===== src/rtl/ppi_pkg.sv =====
// Shared types, helper functions and default-derived sizes for the
// time-multiplexed polyphase interpolator.
package ppi_pkg;

    // Ceiling division for positive operands.
    function automatic int unsigned ceil_div(input int unsigned a, input int unsigned b);
        return (a + b - 32'd1) / b;
    endfunction

    // Bits needed to index n items (0 for n <= 1).
    function automatic int unsigned clog2(input int unsigned n);
        int unsigned w;
        w = 0;
        while ((64'd1 << w) < 64'(n)) w++;
        return w;
    endfunction

    // Index width that never collapses to zero bits.
    function automatic int unsigned idx_width(input int unsigned n);
        return (clog2(n) == 0) ? 32'd1 : clog2(n);
    endfunction

    typedef enum logic [1:0] {
        ST_IDLE = 2'd0,
        ST_MAC  = 2'd1,
        ST_OUT  = 2'd2
    } state_e;

    // Sizes at the default configuration.
    localparam int unsigned PPI_IDATA_W = 8;
    localparam int unsigned PPI_M       = 4;
    localparam int unsigned PPI_L       = 12;
    localparam int unsigned PPI_COEFF_W = 16;
    localparam int unsigned PPI_C       = ceil_div(PPI_L, PPI_M);
    localparam int unsigned PPI_ADDR_W  = idx_width(PPI_L);
    localparam int unsigned PPI_PHASE_W = idx_width(PPI_M);
    localparam int unsigned PPI_ODATA_W = PPI_IDATA_W + PPI_COEFF_W + PPI_C;

endpackage


===== src/rtl/ppi_coeff_bank.sv =====
// Runtime-loadable coefficient register file.
//   clk/rst  : clock, synchronous active-high reset (clears all entries)
//   we/waddr/wdata : write port, entries >= L are never written
//   raddr/rdata    : combinational read, indices >= L read as 0
module ppi_coeff_bank #(
    parameter int unsigned L      = 12,
    parameter int unsigned CW     = 16,
    parameter int unsigned AW     = 4,
    parameter int unsigned RAW    = 4
) (
    input  logic          clk,
    input  logic          rst,
    input  logic          we,
    input  logic [AW-1:0] waddr,
    input  logic [CW-1:0] wdata,
    input  logic [RAW-1:0] raddr,
    output logic [CW-1:0] rdata
);

    logic [CW-1:0] mem_q [L];
    logic [CW-1:0] mem_d [L];

    // Decoded write; an address with no matching entry falls through.
    always_comb begin
        mem_d = mem_q;
        for (int i = 0; i < int'(L); i++) begin
            if (we && (waddr == AW'(i))) mem_d[i] = wdata;
        end
    end

    always_ff @(posedge clk) begin
        if (rst) begin
            for (int i = 0; i < int'(L); i++) mem_q[i] <= '0;
        end else begin
            mem_q <= mem_d;
        end
    end

    // Read mux; the read index may span past L because C*M can exceed L.
    always_comb begin
        rdata = '0;
        for (int i = 0; i < int'(L); i++) begin
            if (raddr == RAW'(i)) rdata = mem_q[i];
        end
    end

endmodule


===== src/rtl/ppi_tdm_mac.sv =====
// Time-multiplexed polyphase interpolator: one multiplier and accumulator
// produce the M phase outputs of each input sample serially.
//   i_clk, i_rst (sync, active-high), i_ena (global freeze when low)
//   i_valid/o_ready/i_data                  : input sample handshake
//   i_coeff_we/i_coeff_addr/i_coeff_data    : coefficient load (IDLE only)
//   o_valid/i_ready/o_data/o_phase/o_last   : output phase handshake
module ppi_tdm_mac
    import ppi_pkg::*;
#(
    parameter  int unsigned gp_idata_width          = 8,
    parameter  int unsigned gp_interpolation_factor = 4,
    parameter  int unsigned gp_coeff_length         = 12,
    parameter  int unsigned gp_coeff_width          = 16,
    localparam int unsigned gp_odata_width = gp_idata_width + gp_coeff_width
                                           + ceil_div(gp_coeff_length, gp_interpolation_factor),
    localparam int unsigned ADDR_W  = idx_width(gp_coeff_length),
    localparam int unsigned PHASE_W = idx_width(gp_interpolation_factor)
) (
    input  logic                      i_clk,
    input  logic                      i_rst,
    input  logic                      i_ena,
    input  logic                      i_valid,
    output logic                      o_ready,
    input  logic [gp_idata_width-1:0] i_data,
    input  logic                      i_coeff_we,
    input  logic [ADDR_W-1:0]         i_coeff_addr,
    input  logic [gp_coeff_width-1:0] i_coeff_data,
    output logic                      o_valid,
    input  logic                      i_ready,
    output logic [gp_odata_width-1:0] o_data,
    output logic [PHASE_W-1:0]        o_phase,
    output logic                      o_last
);

    localparam int unsigned M      = gp_interpolation_factor;
    localparam int unsigned C      = ceil_div(gp_coeff_length, M);
    localparam int unsigned TAP_W  = idx_width(C);
    localparam int unsigned RIDX_W = idx_width(C * M);
    localparam int unsigned PROD_W = gp_idata_width + gp_coeff_width;
    localparam int unsigned OW     = gp_odata_width;

    state_e                            state_q, state_d;
    logic        [PHASE_W-1:0]         phase_q, phase_d;
    logic        [TAP_W-1:0]           tap_q, tap_d;
    logic signed [OW-1:0]              acc_q, acc_d;
    logic signed [gp_idata_width-1:0]  x_q [C];
    logic signed [gp_idata_width-1:0]  x_d [C];
    logic signed [OW-1:0]              o_data_q, o_data_d;
    logic        [PHASE_W-1:0]         o_phase_q, o_phase_d;
    logic                              o_last_q, o_last_d;
    logic                              o_valid_q, o_valid_d;
    logic                              o_ready_q, o_ready_d;

    logic                              coeff_we_c;
    logic        [RIDX_W-1:0]          rd_idx_c;
    logic signed [gp_coeff_width-1:0]  h_rd_c;
    logic signed [gp_idata_width-1:0]  x_sel_c;
    logic signed [PROD_W-1:0]          prod_c;
    logic signed [OW-1:0]              acc_sum_c;

    ppi_coeff_bank #(
        .L   (gp_coeff_length),
        .CW  (gp_coeff_width),
        .AW  (ADDR_W),
        .RAW (RIDX_W)
    ) u_coeff_bank (
        .clk   (i_clk),
        .rst   (i_rst),
        .we    (coeff_we_c),
        .waddr (i_coeff_addr),
        .wdata (i_coeff_data),
        .raddr (rd_idx_c),
        .rdata (h_rd_c)
    );

    // MAC datapath: h[tap*M + phase] * x[tap] added to the running sum.
    always_comb begin
        rd_idx_c = RIDX_W'(tap_q) * RIDX_W'(M) + RIDX_W'(phase_q);
        x_sel_c  = '0;
        for (int k = 0; k < int'(C); k++) begin
            if (tap_q == TAP_W'(k)) x_sel_c = x_q[k];
        end
        prod_c    = PROD_W'(h_rd_c) * PROD_W'(x_sel_c);
        acc_sum_c = acc_q + OW'(prod_c);
    end

    // Next-state and output logic; everything holds unless i_ena is high.
    always_comb begin
        state_d    = state_q;
        phase_d    = phase_q;
        tap_d      = tap_q;
        acc_d      = acc_q;
        x_d        = x_q;
        o_data_d   = o_data_q;
        o_phase_d  = o_phase_q;
        o_last_d   = o_last_q;
        o_valid_d  = o_valid_q;
        o_ready_d  = o_ready_q;
        coeff_we_c = 1'b0;

        if (i_ena) begin
            unique case (state_q)
                ST_IDLE: begin
                    // Coefficients change only between samples.
                    coeff_we_c = i_coeff_we;
                    if (i_valid && o_ready_q) begin
                        x_d[0] = i_data;
                        for (int k = 1; k < int'(C); k++) x_d[k] = x_q[k-1];
                        phase_d   = '0;
                        tap_d     = '0;
                        acc_d     = '0;
                        o_ready_d = 1'b0;
                        state_d   = ST_MAC;
                    end
                end
                ST_MAC: begin
                    if (tap_q == TAP_W'(C - 1)) begin
                        o_data_d  = acc_sum_c;
                        o_phase_d = phase_q;
                        o_last_d  = (phase_q == PHASE_W'(M - 1));
                        o_valid_d = 1'b1;
                        state_d   = ST_OUT;
                    end else begin
                        acc_d = acc_sum_c;
                        tap_d = tap_q + TAP_W'(1);
                    end
                end
                ST_OUT: begin
                    if (i_ready) begin
                        o_valid_d = 1'b0;
                        if (phase_q == PHASE_W'(M - 1)) begin
                            o_ready_d = 1'b1;
                            state_d   = ST_IDLE;
                        end else begin
                            phase_d = phase_q + PHASE_W'(1);
                            tap_d   = '0;
                            acc_d   = '0;
                            state_d = ST_MAC;
                        end
                    end
                end
                default: begin
                    o_valid_d = 1'b0;
                    o_ready_d = 1'b1;
                    state_d   = ST_IDLE;
                end
            endcase
        end
    end

    always_ff @(posedge i_clk) begin
        if (i_rst) begin
            state_q   <= ST_IDLE;
            phase_q   <= '0;
            tap_q     <= '0;
            acc_q     <= '0;
            for (int k = 0; k < int'(C); k++) x_q[k] <= '0;
            o_data_q  <= '0;
            o_phase_q <= '0;
            o_last_q  <= 1'b0;
            o_valid_q <= 1'b0;
            o_ready_q <= 1'b1;
        end else begin
            state_q   <= state_d;
            phase_q   <= phase_d;
            tap_q     <= tap_d;
            acc_q     <= acc_d;
            x_q       <= x_d;
            o_data_q  <= o_data_d;
            o_phase_q <= o_phase_d;
            o_last_q  <= o_last_d;
            o_valid_q <= o_valid_d;
            o_ready_q <= o_ready_d;
        end
    end

    assign o_ready = o_ready_q;
    assign o_valid = o_valid_q;
    assign o_data  = o_data_q;
    assign o_phase = o_phase_q;
    assign o_last  = o_last_q;

endmodule

===== config.mk =====
export PLATFORM = sky130hd
export DESIGN_NAME = ppi_tdm_mac
export DESIGN_NICKNAME = d
export VERILOG_FILES = /design/src/rtl/ppi_pkg.sv /design/src/rtl/ppi_coeff_bank.sv /design/src/rtl/ppi_tdm_mac.sv
export SDC_FILE = /design/constraint.sdc
export NUM_CORES = 1
export LEC_CHECK = 0
export ABC_AREA = 1
export BUFFER_PORTS_ARGS = -buffer_cell sky130_fd_sc_hd__buf_4
export CAP_MARGIN = 30
export CORE_MARGIN = 10
export CORE_UTILIZATION = 63
export CTS_BUF_LIST = sky130_fd_sc_hd__clkbuf_16
export DETAILED_ROUTE_END_ITERATION = 8
export PLACE_DENSITY = 0.81
export SETUP_SLACK_MARGIN = 0.2
export SYNTH_ARGS = -nofsm -noshare
export SYNTH_HDL_FRONTEND = slang
export SYNTH_SLANG_ARGS = --single-unit
export TNS_END_PERCENT = 30

===== constraint.sdc =====
create_clock -name i_clk -period 14.1 [get_ports i_clk]
set_input_delay 1.41 -clock i_clk [delete_from_list [all_inputs] [get_ports i_clk]]
set_output_delay 1.41 -clock i_clk [all_outputs]
set_load 0.005 [all_outputs]

==> results of run 1 <==
-- placed cells by master, fill, tap and decap left out, types with 15 or more instances in the layout --
cell	synthesis	layout
nor2_2	47	48
clkbuf_16	0	31
a21oi_1	89	89
inv_1	213	221
inv_2	15	15
nand2_2	27	27
nand2_1	357	357
ha_1	67	67
buf_4	8	76
or2_2	21	21
nand3_1	116	115
nor2_1	622	621
dfxtp_1	281	281
fa_1	140	140
o21ai_0	251	251
-- layer usage --
metal | vias up | routed length, µm | share of wire, % | track usage (%)
li1 | 7767 | - | - | -
met1 | 7731 | 20700 | 41 | 37.6
met2 | 864 | 22800 | 45 | 44.4
met3 | 118 | 5440 | 11 | 5.51
met4 | 0 | 1420 | 2.8 | 8.09
met5 | - | 0 | 0 | 0
-- power groups by stage --
stage	sequential [mW]	combinational [mW]	clock [mW]
2_1_floorplan	0.832	0.280	0
3_3_place_gp	0.834	0.370	0
3_5_place_dp	0.835	0.382	0
4_1_cts	0.818	0.385	0.739
5_1_grt	0.819	0.435	0.770
6_report	0.818	0.392	0.731
-- state kept, by name (all words and copies together) (netlist names) --
register,flops
o_ready,1
u_coeff_bank.mem_q,192
phase_q,2
x_q,24
o_last,1
state_q,2
o_valid,1
o_data,27
tap_q,2
acc_q,27
o_phase,2
-- stage by stage --
step	cell area, µm²	worst slack, ps
after floorplan	18200	8020
after global placement	18700	6620
after detailed placement	18700	6530
after CTS	19600	6520
after global routing	19600	5960
final	19600	6550
-- area by class of cell --
| cell class | instances | area, µm² | area share, % |
|---|---|---|---|
| Inverter | 233 | 881 | 4.48 |
| Sequential cell | 281 | 5630 | 28.6 |
| Timing Repair Buffer | 79 | 653 | 3.33 |
| Clock buffer | 31 | 776 | 3.95 |
| Tap cell | 384 | 480 | 2.45 |
| Clock inverter | 20 | 113 | 0.573 |
| Multi-Input combinational cell | 1847 | 11100 | 56.6 |
-- critical path: cells and delay by family, from the launching register on --
kind                     cells  cell delay, ps
AND/OR/NAND/NOR             16            2160
buffers and inverters        7             740
flip-flops                   1             330
adder cells (fa/ha/maj)      7            3360
AO/OA/AOI/OAI                4             810
-- kinds of logic (layout without fill, tap and decap cells) --
family	Yosys count	after routing	share of synthesized area, %
compound gates	389	389	11.5
simple gates	1227	1227	28.4
fa+ha+maj	207	207	20.0
xor+xnor	24	24	1.16
buf+inv	359	363	8.09
flops	281	281	30.9
-- how the worst max path moves through the flow --
stage	startpoint	to	depth (start not counted)
finish	tap_q[1]	o_data[22]	34
detailed placement	tap_q[1]	o_data[26]	30
CTS	tap_q[1]	o_data[26]	30
floorplan	phase_q[1]	o_data[26]	34
global placement	tap_q[1]	acc_q[19]	28
global route	tap_q[1]	acc_q[26]	30
==> results.sh, run 1 <==
export IMPL_status="completed"
export IMPL_worstPathRequired_ps=14540
export IMPL_cts_root_buf="clkbuf_16"
export IMPL_place_gp_congestion=0.922
export IMPL_clock_sinks=281
export IMPL_rsz0062_at_grt="false"
export IMPL_clock_power_share_pct=37.7
export IMPL_nets=2713
export IMPL_holdCritPathClass="register to register"
export IMPL_cap_viol_max_count=0
export IMPL_combPwrFrac_pct=20.2
export IMPL_grt_pass1_vias=16100
export IMPL_numCtsBuffers=30
export IMPL_min_from="u_coeff_bank.mem_q[181]"
export IMPL_rows=62
export IMPL_antenna_found_initial=0
export IMPL_period_share_pct=53.5
export IMPL_min_path_cells=2
export IMPL_dpl_cell_count=2821
export IMPL_r2r_end="o_data[22]"
export IMPL_slowest_stage="nand2_1"
export IMPL_vias=16500
export IMPL_cp_max_fo=27
export IMPL_irDropWorstVdd_uv=113
export IMPL_r2r_start="tap_q[1]"
export IMPL_skew_ps=13.2
export IMPL_final_core_util_pct=68.6
export IMPL_drive_gt1_share_pct=10.4
export IMPL_path_common_cell="nand2_1"
export IMPL_coreArea_um2=28600
export IMPL_route_detailed_drc=0
export IMPL_fillers=2303
export IMPL_whs_ps=463
export IMPL_hold_buffers=0
export IMPL_syn_avg_cell_area_um2=7.32
export IMPL_synth_commonest_cells="nor2_1 (622), nand2_1 (357), dfxtp_1 (281), o21ai_0 (251), inv_1 (213)"
export IMPL_cts_setup_buffers=0
export IMPL_intPower_mw=1.35
export IMPL_yosysTopAreaCell="dfxtp_1"
export IMPL_p_leak_nw=9.86
export IMPL_overflow=0
export IMPL_finalCriticalPeriod_ps=7550
export IMPL_io_pins=66
export IMPL_netlist_instances=2487
export IMPL_syn_to_final_growth_pct=7.93
export IMPL_avgViaCountPerCell=5.73
export IMPL_fp_dieW_um=190
export IMPL_synth_most_common_cell="nor2_1"
export IMPL_synthDistinctLibCells=47
export IMPL_p_sw_share_pct=30.6
export IMPL_p_switching_mw=0.594
export IMPL_start_util_pct=63.6
export IMPL_yosysSeqAreaShare_pct=30.9
export IMPL_synth_seq_cells=281
export IMPL_cts_resized=0
export IMPL_slowest_delay_ps=750
export IMPL_finalSetupTns_ps=0
export IMPL_synth_area_um2=18200
export IMPL_dieArea_um2=36100
export IMPL_clkTransAtPathRegs_ps=60
export IMPL_fmax_mhz=132
export IMPL_seq_power_share_pct=42.1
export IMPL_place_hpwl_mm=35.7
export IMPL_r2r_slack_ps=6550
export IMPL_grt_max_degree=131
export IMPL_synth_async_reset_ratio_pct=0
export IMPL_crit_path_start_kind="register"
export IMPL_tritoncts="yes"
export IMPL_yosys_area_top_type_share_pct=30.9
export IMPL_yosys_warnings=0
export IMPL_die_y_um=190
export IMPL_r2r_cells=34
export IMPL_finalWirelength_mm=50.4
export IMPL_avgRoutedWirePerCell_um=17.5
export IMPL_synth_edf_count=0
export IMPL_drtIter0Drc=1917
export IMPL_grt_usage_pct=27.8
export IMPL_clockBufferDepth=3
export IMPL_antenna_left=0
export IMPL_critical_path_class="register to register"
export IMPL_worstSkewPairLatency_ps=560
export IMPL_synth_top_flop_cell="dfxtp_1"
export IMPL_dr_pass1_iters=6
export IMPL_hold_violations=0
export IMPL_hold_end="u_coeff_bank.mem_q[181]"
export IMPL_finalPower_mw=1.94
export IMPL_powerDensity_nw_per_um2=98.8
export IMPL_io_buffers=65
export IMPL_setup_viol=0
export IMPL_cp_end_kind="register"
export IMPL_diodes=0
export IMPL_synth_area_leaders="dfxtp_1 (31%), fa_1 (15%), nor2_1 (13%), nand2_1 (7.4%), o21ai_0 (6.9%)"
export IMPL_max_slew_margin_pct=35.5
export IMPL_fin_cells=2875
export IMPL_cts_htree_levels=1
export IMPL_cp_data_arrival_time_ps=7990
export IMPL_grt_pass1_wl_mm=82.8
export IMPL_slew_violations=0
export IMPL_synth_net_count=2728
export IMPL_tightest_slew_ps=967
Power figures use the tool's default switching activity.
==> run 2, diff against run 1 <==
- clock period: 14.1 -> 7.9 ns (I/O delays scaled with it)
==> run 2 against run 1 <==
Compared with the run above: fmax increased by 3.8%; combinational power increased by 78%; clock power increased by 90%; die area unchanged; critical path depth increased by 3; hold slack got worse by 40 ps; final cell count increased by 0.66%; sequential power increased by 78%; global-route usage decreased by 0.30 points.
==> results.sh, run 2 (synthesis gave the netlist of run 1 again) <==
export IMPL_syn_to_final_growth_pct=8.70
export IMPL_dieArea_um2=36100
export IMPL_drive_gt1_share_pct=11.0
export IMPL_drtIter0Drc=1821
export IMPL_endpoint="o_data[26]"
export IMPL_clock_sinks=281
export IMPL_rows=62
export IMPL_finalSetupTns_ps=0
export IMPL_overflow=0
export IMPL_place_hpwl_mm=36.2
export IMPL_p_leak_nw=9.94
export IMPL_route_detailed_drc=0
export IMPL_die_y_um=190
export IMPL_crit_path_start_kind="register"
export IMPL_r2r_end="o_data[26]"
export IMPL_fillers=2363
export IMPL_tightest_slew_ps=895
export IMPL_fmax_mhz=138
export IMPL_cts_root_buf="clkbuf_16"
export IMPL_worstPathRequired_ps=8340
export IMPL_cp_end_kind="register"
export IMPL_final_common_cell="nor2_1"
export IMPL_io_pins=66
export IMPL_cp_data_arrival_time_ps=7710
export IMPL_irDropWorstVdd_uv=165
export IMPL_grt_usage_pct=27.5
export IMPL_avgViaCountPerCell=5.63
export IMPL_holdCritPathClass="input port to register"
export IMPL_top_register="u_coeff_bank.mem_q"
export IMPL_start_util_pct=63.6
export IMPL_cts_htree_levels=1
export IMPL_largest_reg_flops=192
export IMPL_place_gp_congestion=0.932
export IMPL_antenna_left=0
export IMPL_crit_family="adder cells"
export IMPL_postLayoutSetupSlackWorst_ps=630
export IMPL_r2r_start="tap_q[0]"
export IMPL_hold_violations=0
export IMPL_rsz0062_at_grt="false"
export IMPL_mostFrequentLayoutCells="nor2_1 (621), nand2_1 (357), dfxtp_1 (281), o21ai_0 (251), inv_1 (222)"
export IMPL_r2r_slack_ps=630
export IMPL_period_share_pct=92.0
export IMPL_critPathLaunch="tap_q[0]"
export IMPL_numCtsBuffers=30
export IMPL_diodes=0
export IMPL_cp_depth=37
export IMPL_finalWirelength_mm=49.9
export IMPL_cap_viol_max_count=0
export IMPL_clockBufferDepth=3
export IMPL_path_common_cell="nand2_1"
export IMPL_dp_slack_ps=721
export IMPL_antenna_found_initial=1
export IMPL_grt_pass1_wl_mm=82.4
export IMPL_setup_viol=0
export IMPL_r2r_cells=37
export IMPL_max_slew_margin_pct=40.3
export IMPL_vias=16300
export IMPL_tritoncts="yes"
export IMPL_hold_buffers=0
export IMPL_slowest_stage="fa_1"
export IMPL_nets=2730
export IMPL_slowest_delay_ps=580
export IMPL_slew_violations=0
export IMPL_skew_ps=45.0
export IMPL_avgRoutedWirePerCell_um=17.2
export IMPL_clkTransAtPathRegs_ps=60
export IMPL_crit_buf_inv=7
export IMPL_powerDensity_nw_per_um2=179
export IMPL_critical_path_class="register to register"
export IMPL_grt_max_degree=96
export IMPL_grt_pass1_vias=16100
export IMPL_status="completed"
export IMPL_coreArea_um2=28600
export IMPL_fp_dieW_um=190
export IMPL_dr_pass1_iters=6
export IMPL_worstSkewPairLatency_ps=600
export IMPL_finalCriticalPeriod_ps=7270
export IMPL_io_buffers=65
export IMPL_cp_max_fo=15
-- run 2: cell count changes in the layout (fill, tap and decap cells not counted), moves of 2 or more --
cell and change:
bufinv_16 +2, buf_4 +19, buf_16 -3, clkinv_1 -2
-- run 2: repair_timing --
item,in CTS,in global routing
resized for setup,0,1
setup buffers,0,0
setup endpoints to repair,0,5
-- run 2: per-stage QoR --
stage,hold WS [ps],util [%],power [mW],area (µm²),cells
2_1_floorplan,430,-,1.99,18200,2487
3_3_place_gp,451,65.7,2.16,18800,2840
3_5_place_dp,456,65.7,2.18,18800,2841
4_1_cts,410,69.1,3.55,19800,2894
5_1_grt,420,69.1,3.69,19800,2894
6_report,423,69.1,3.55,19800,2894
-- run 2: cell type report --
type / instances / area, µm² / area share (%)
clock buffer: 30 / 751 / 3.80
clock inverter: 23 / 206 / 1.04
inverter: 233 / 881 / 4.45
multi-input combinational: 1847 / 11100 / 56.2
sequential: 281 / 5630 / 28.4
tap: 384 / 480 / 2.43
timing repair buffer: 96 / 724 / 3.66
-- run 2: metal layers --
layer / wire length, µm / vias to the layer above / track usage [%]
li1: - / 7794 / -
met1: 21100 / 7691 / 37.1
met2: 23100 / 727 / 45.2
met3: 4750 / 78 / 5.24
met4: 878 / 2 / 5.65
met5: 7 / - / 0
-- run 2: worst min-delay path by stage --
stage | from | end | slack, ps | depth (start not counted)
after global placement | u_coeff_bank.mem_q[181] | u_coeff_bank.mem_q[181] | 450 | 2
final | i_data[3] | x_q[19] | 420 | 3
after detailed placement | acc_q[15] | acc_q[15] | 460 | 2
after global routing | i_data[3] | x_q[19] | 420 | 3
after CTS | i_data[3] | x_q[19] | 410 | 3
after floorplan | u_coeff_bank.mem_q[181] | u_coeff_bank.mem_q[181] | 430 | 2
-- run 2: worst reg2reg max path, delay by kind of cell, from the launching register on --
kind	cells	cell delay (ps)
buffers and inverters	7	660
XOR/XNOR	1	190
AND/OR/NAND/NOR	18	1570
flip-flops	1	320
adder cells (fa/ha/maj)	7	3360
AO/OA/AOI/OAI	4	1070
-- run 2: power breakdown --
group	leakage, nW	switching (mW)	total, mW	internal [mW]
clock network	0.490	0.605	1.39	0.785
registers	2.27	0.0170	1.46	1.44
logic	7.18	0.465	0.699	0.234
total	9.94	1.09	3.55	2.46
